**src/rtl/arb_pkg.sv**
```systemverilog
// Shared constants and client-index type for the request queue and arbiter.
// Holds default sizing and a multi-hot test helper.
package arb_pkg;

  localparam int N_DEF     = 4;
  localparam int DEPTH_DEF = 4;
  localparam int DW_DEF    = 8;
  localparam int IDW_DEF   = $clog2(N_DEF);

  typedef logic [IDW_DEF-1:0] cid_t;

  // True when two or more bits of v are set.
  function automatic logic multi_hot(
    input logic [31:0] v
  );
    return (v & (v - 32'd1)) != 32'd0;
  endfunction

endpackage

```
**src/rtl/req_fifo.sv**
```systemverilog
// Single in-order client queue; head is read combinationally.
// Ports: push/wdata in, pop in, rdata/empty/full/count out.
module req_fifo #(
  parameter  int DEPTH = 4,
  parameter  int DW    = 8,
  localparam int AW    = $clog2(DEPTH),
  localparam int CW    = AW + 1
) (
  input  logic          clk,
  input  logic          rst,
  input  logic          push,
  input  logic          pop,
  input  logic [DW-1:0] wdata,
  output logic [DW-1:0] rdata,
  output logic          empty,
  output logic          full,
  output logic [CW-1:0] count
);

  logic [DW-1:0] mem [DEPTH];
  logic [AW-1:0] wp;
  logic [AW-1:0] rp;
  logic          wr;
  logic          rd;

  // A pop frees the full slot in the same edge.
  assign wr = push & (~full | pop);
  assign rd = pop & ~empty;

  assign empty = (count == '0);
  assign full  = (count == CW'(DEPTH));
  assign rdata = mem[rp];

  always_ff @(posedge clk or negedge rst) begin
    if (!rst) begin
      wp    <= '0;
      rp    <= '0;
      count <= '0;
    end else begin
      if (wr) wp <= wp + 1'b1;
      if (rd) rp <= rp + 1'b1;
      case ({wr, rd})
        2'b10:   count <= count + 1'b1;
        2'b01:   count <= count - 1'b1;
        default: count <= count;
      endcase
    end
  end

  always_ff @(posedge clk) begin
    if (wr) mem[wp] <= wdata;
  end

endmodule

```
**src/rtl/arb_req_queue.sv**
```systemverilog
// Per-client request queues feeding an external arbiter.
// Ports: push/push_data in, r out, g in, out_* / overflow / grant_err out.
module arb_req_queue
  import arb_pkg::*;
#(
  parameter  int N     = N_DEF,
  parameter  int DEPTH = DEPTH_DEF,
  parameter  int DW    = DW_DEF,
  localparam int IW    = $clog2(N),
  localparam int CW    = $clog2(DEPTH) + 1
) (
  input  logic            clk,
  input  logic            rst,
  input  logic [N-1:0]    push,
  input  logic [N*DW-1:0] push_data,
  output logic [N-1:0]    r,
  input  logic [N-1:0]    g,
  output logic            out_valid,
  output logic [IW-1:0]   out_id,
  output logic [DW-1:0]   out_data,
  output logic [N-1:0]    overflow,
  output logic            grant_err
);

  logic [N-1:0]         empty;
  logic [N-1:0]         full;
  logic [N-1:0]         pop;
  logic [N-1:0]         sel;
  logic [N-1:0][CW-1:0] cnt;
  logic [DW-1:0]        head [N];
  logic [IW-1:0]        sel_id;
  logic [DW-1:0]        sel_data;

  for (genvar gi = 0; gi < N; gi++) begin : g_q
    req_fifo #(
      .DEPTH(DEPTH),
      .DW   (DW)
    ) u_fifo (
      .clk  (clk),
      .rst  (rst),
      .push (push[gi]),
      .pop  (pop[gi]),
      .wdata(push_data[gi*DW +: DW]),
      .rdata(head[gi]),
      .empty(empty[gi]),
      .full (full[gi]),
      .count(cnt[gi])
    );
  end

  assign r = ~empty;

  // Multi-hot grants select nothing.
  assign sel = multi_hot(32'(g)) ? '0 : g;

  always_comb begin
    pop = '0;
    for (int i = 0; i < N; i++)
      pop[i] = sel[i] & (cnt[i] != '0);
  end

  always_comb begin
    sel_id = '0;
    for (int i = 0; i < N; i++)
      if (pop[i]) sel_id = IW'(i);
  end

  assign sel_data = head[sel_id];

  always_ff @(posedge clk or negedge rst) begin
    if (!rst) begin
      out_valid <= 1'b0;
      out_id    <= '0;
      out_data  <= '0;
      overflow  <= '0;
      grant_err <= 1'b0;
    end else begin
      out_valid <= |pop;
      if (|pop) begin
        out_id   <= sel_id;
        out_data <= sel_data;
      end
      overflow  <= push & full & ~pop;
      // Any grant that popped nothing is multi-hot or hit an empty queue.
      grant_err <= (|g) & ~(|pop);
    end
  end

endmodule

```
**config.mk**
```make
export PLATFORM = sky130hd
export DESIGN_NAME = arb_req_queue
export DESIGN_NICKNAME = d
export VERILOG_FILES = /design/src/rtl/arb_pkg.sv /design/src/rtl/req_fifo.sv /design/src/rtl/arb_req_queue.sv
export SDC_FILE = /design/constraint.sdc
export NUM_CORES = 1
export LEC_CHECK = 0
export BUFFER_PORTS_ARGS = -buffer_cell sky130_fd_sc_hd__buf_2
export CAP_MARGIN = 10
export CORE_MARGIN = 1.5
export CORE_UTILIZATION = 59
export CTS_BUF_LIST = sky130_fd_sc_hd__clkbuf_16
export DETAILED_ROUTE_END_ITERATION = 10
export GPL_ROUTABILITY_DRIVEN = 0
export PLACE_DENSITY = 0.8
export SLEW_MARGIN = 0
export SYNTH_ARGS = -nofsm -noshare
export SYNTH_HDL_FRONTEND = slang
export SYNTH_SLANG_ARGS = --single-unit
```
**constraint.sdc**
```tcl
create_clock -name clk -period 2.5 [get_ports clk]
set_input_delay 0.125 -clock clk [delete_from_list [all_inputs] [get_ports clk]]
set_output_delay 0.125 -clock clk [all_outputs]
set_load 0.05 [all_outputs]
```
==> summary.md <==
| Metric | Value |
|---|---|
| Yosys top cell area share | 53.9% |
| Vias in the first global route | about 4000 |
| Startpoint Class | register |
| Syn Std Cell Area | 7130 sq um |
| Pwr dens | 1140 nW/um^2 |
| Drt via density | roughly 5.8 |
| Sequential share of the synthesized area | 69.4% |
| Int Power | 6.55 mW |
| Main synth FF type | edfxtp_1 |
| Total of max-cap violations | 0 |
| Global-route wire length before repair | 21.0 mm |
| Worst slew pin tran | between 1 and 1.5 ns |
| Synth cell count leaders | 128 x edfxtp_1, 44 x dfrtp_1, 32 x inv_1, 32 x mux4_2, 20 x ha_1 |
| Area leader, netlist | edfxtp_1 |
| Antenna cell count | 0 |
| Met2 Usage GRT | 38.0% |
| Largest net degree at the start of global routing | 45 |
| IO Pins | slightly above 60 |
| Die height | 113 um |
| Gr busiest metal | met2 |
| Clock Tree Buf Depth | 2 |
| Synth Instances | 408 |
| Worst Slack Setup Final | approximately 0.18 ns |
| Met1 GRT Util | between 20% and 30% |
| Slew HR | about a third |
| Post-synth EDFFs | 128 |
| RSZ-0062 raised after global routing | no |
| Drt pass-1 iters | 4 |
| Routed via count | 3891 |
| Clk sinks | ~170 |
| Core ar. | 11600 sq um |
| Met3 Use GR | 5.14% |
| Row cnt | 39 |
| Setup TNS | 0 ns |
| Register bit total from synthesis | 172 |
| H-Tree Depth | 4 |
| Status | complete, no violations |
| Period minus WS final | 2.32 ns |
| Leak pwr | ~3.3 nW |
| Power Total | 9.71 mW |
| Insertion delay to the later sink of the worst-skew pair | 0.43 ns |
| Max VDD drop | 0.555 mV |
| Clk_skew | 0.00852 ns |
| Die area | 12800 sq um |
| Crit Path Category | register to register |
| Crit-path leading delay family | simple AND/OR/NAND/NOR gates |
| Crit end category | register |
| Width of the die | 113 um |
| Place WS | around 0.17 ns |
| Drc violations | 0 |
| Initial antenna violation count | 0 |
| Final Util | approximately three quarters |
| CTS Buf Count | 17 |
| Nets | 582 |
| Sw power | approximately 3.2 mW |
| CP required | between 2 and 3 ns |
| Count of pins over their slew limit | 0 |
| Top post-synthesis cells by area | edfxtp_1 54%, dfrtp_1 15%, mux4_2 10%, ha_1 3.5%, xnor2_1 1.7% |
| Critical Path AT | 2.67 ns |
| Area Overhead vs Synth | 19.4% |
| Asr flop ratio synth | approximately 26% |
| Initial core utilization | 61.4% |
| Final HPWL DP | 9.11 mm |
| CP Max Fanout | 6 |
| Synthesized area per cell | between 15 and 20 sq um |
| Share of layout cells above drive strength 1 | 27.4% |
| Routed Antenna Nets | 0 |
| Part of the cycle the worst path needs | 92.9% |
| Slowest cell delay on critical path | between 0.5 and 0.6 ns |
| Total grt overflow | 0 |
| Wire per inst | 20.1 um |
| Logic pwr share | 28.6% |
| Mapped Nets | 474 |
| CTS tree | built |
| Post-synth cell types | 41 |
| CP max stage cell | or4b_4 |
| Yosys warning count | 0 |
| Part of the power in the clock network | 25.2% |
| Multi-input logic area | 2000 sq um |
| Cell chain of the critical path | or4b_4, and2_4, inv_1, ha_1, inv_1, fa_1, xor2_1, nor2_1, xor2_1 |
| Sequential standard cell area | 4940 sq um |
| Power share of the sequential group | 46.3% |
| # fillers | 698 |
| Routed wire length | between 10 and 15 mm |
| Hold Violations, Final | 0 |
| Clock Root Buffer | clkbuf_16 |
| Final setup violation count | 0 |
| Switching Share | around 33% |
| F_max | approximately 0.43 GHz |
| DR iter-0 viols | 265 |
| Crit path buf inv count | 2 |
| Setup bufs post-CTS | 0 |
| Type of the worst min-delay path | primary input to register |
| CTS clk-pin slew, worst paths | 0.06 ns |
| Input/output buffers | between 60 and 70 |
| Most numerous cell in the Yosys netlist | edfxtp_1 |
| Tot GR Track Use | around 23% |
## state kept, by name (all words and copies together) (netlist names)
name and cells:
g_q.u_fifo.mem 128, g_q.u_fifo.count 12, g_q.u_fifo.rp 8, g_q.u_fifo.wp 8
out_data 8, overflow 4, out_id 2, grant_err 1
out_valid 1
## layer usage
layer  vias up  wire length [um]  share of wire (%)
li1       1758                 -                  -
met1      1987              5640                 42
met2       119              6820                 50
met3        27               669                4.9
met4         0               399                3.0
met5         -                 0                  0
## power by group through the flow
| stage | logic (mW) | clock network (mW) | registers, mW |
|---|---|---|---|
| floorplan | 1.94 | 0 | 4.50 |
| global placement | 2.65 | 0 | 4.51 |
| detailed placement | 2.71 | 0 | 4.55 |
| CTS | 2.79 | 2.48 | 4.51 |
| global route | 2.99 | 2.59 | 4.60 |
| finish | 2.77 | 2.45 | 4.49 |
## layout by cell type (no fill, tap or decap), drive strengths merged, types with 3 or more instances in the layout
cell type and count:
or4b 4, nor4b 3, mux4 32, xnor2 14, and3 9, a31oi 9, and2 12, nor2 11
nand3 3, clkinv 9, ha 20, mux2i 3, xor2 10, o22ai 10, edfxtp 128, a21oi 9
inv 36, dfrtp 44, clkbuf 19, o21ai 11, dlygate4sd3 35, buf 67, fa 4, nand2 15
## metrics by stage
| stage | area (sq um) | hold slack, ns | cells |
|---|---|---|---|
| 3_5_place_dp | 7600 | 0.340 | 605 |
| 4_1_cts | 8510 | 0.00218 | 672 |
| 6_report | 8510 | 0.0310 | 672 |
| 3_3_place_gp | 7600 | 0.336 | 605 |
| 2_1_floorplan | 7130 | -0.171 | 408 |
| 5_1_grt | 8510 | 0.0329 | 672 |
## final cells by class
cell class / count / share of cell area, %
clock buffers: 19 / 5.59
clock inverters: 13 / 0.970
repair buffers: 102 / 8.23
inverters: 33 / 1.46
flip-flops and latches: 172 / 58.1
well taps: 143 / 2.10
multi-input cells: 190 / 23.6
## logic make-up after synthesis
family                     after synthesis  synth area share, %
DFF                                    172                 69.4
and+or+nand+nor                         63                 5.41
buffers and inverters                   46                 2.56
AOI/OAI and AO/OA                       42                 4.14
muxes                                   37                 11.0
xor gates and xnor gates                24                 2.95
adders and majority gates               24                 4.63
## worst min-delay path: stages
cell,delay [ns]
buf_2,0.08
inv_1,0.09
nor2_1,0.11
## path summary, 6_finish.rpt
| kind | end | slack, ns | from | cells after the start |
|---|---|---|---|---|
| hold / removal | overflow[3]$_DFF_PN0_ | 0.03 | push[3] | 3 |
| setup / recovery | g_q[1].u_fifo.count[2]$_DFFE_PN0P_ | 0.18 | g_q[1].u_fifo.count[0]$_DFFE_PN0P_ | 9 |
| max in group asynchronous | g_q[1].u_fifo.rp[1]$_DFFE_PN0P_ | 1.45 | rst | 2 |
| setup reg to reg | g_q[1].u_fifo.count[2]$_DFFE_PN0P_ | 0.18 | g_q[1].u_fifo.count[0]$_DFFE_PN0P_ | 9 |
| hold reg to reg | g_q[1].u_fifo.count[2]$_DFFE_PN0P_ | 0.49 | g_q[1].u_fifo.count[2]$_DFFE_PN0P_ | 1 |
| min in group asynchronous | g_q[0].u_fifo.wp[1]$_DFFE_PN0P_ | 0.40 | rst | 2 |
## what timing repair did
action	4_1_cts	5_1_grt
hold buffers	35	0
endpoints found under the setup margin	0	1
resized for setup	0	1
endpoints found under the hold margin	174	0
Power figures use the tool's default switching activity.
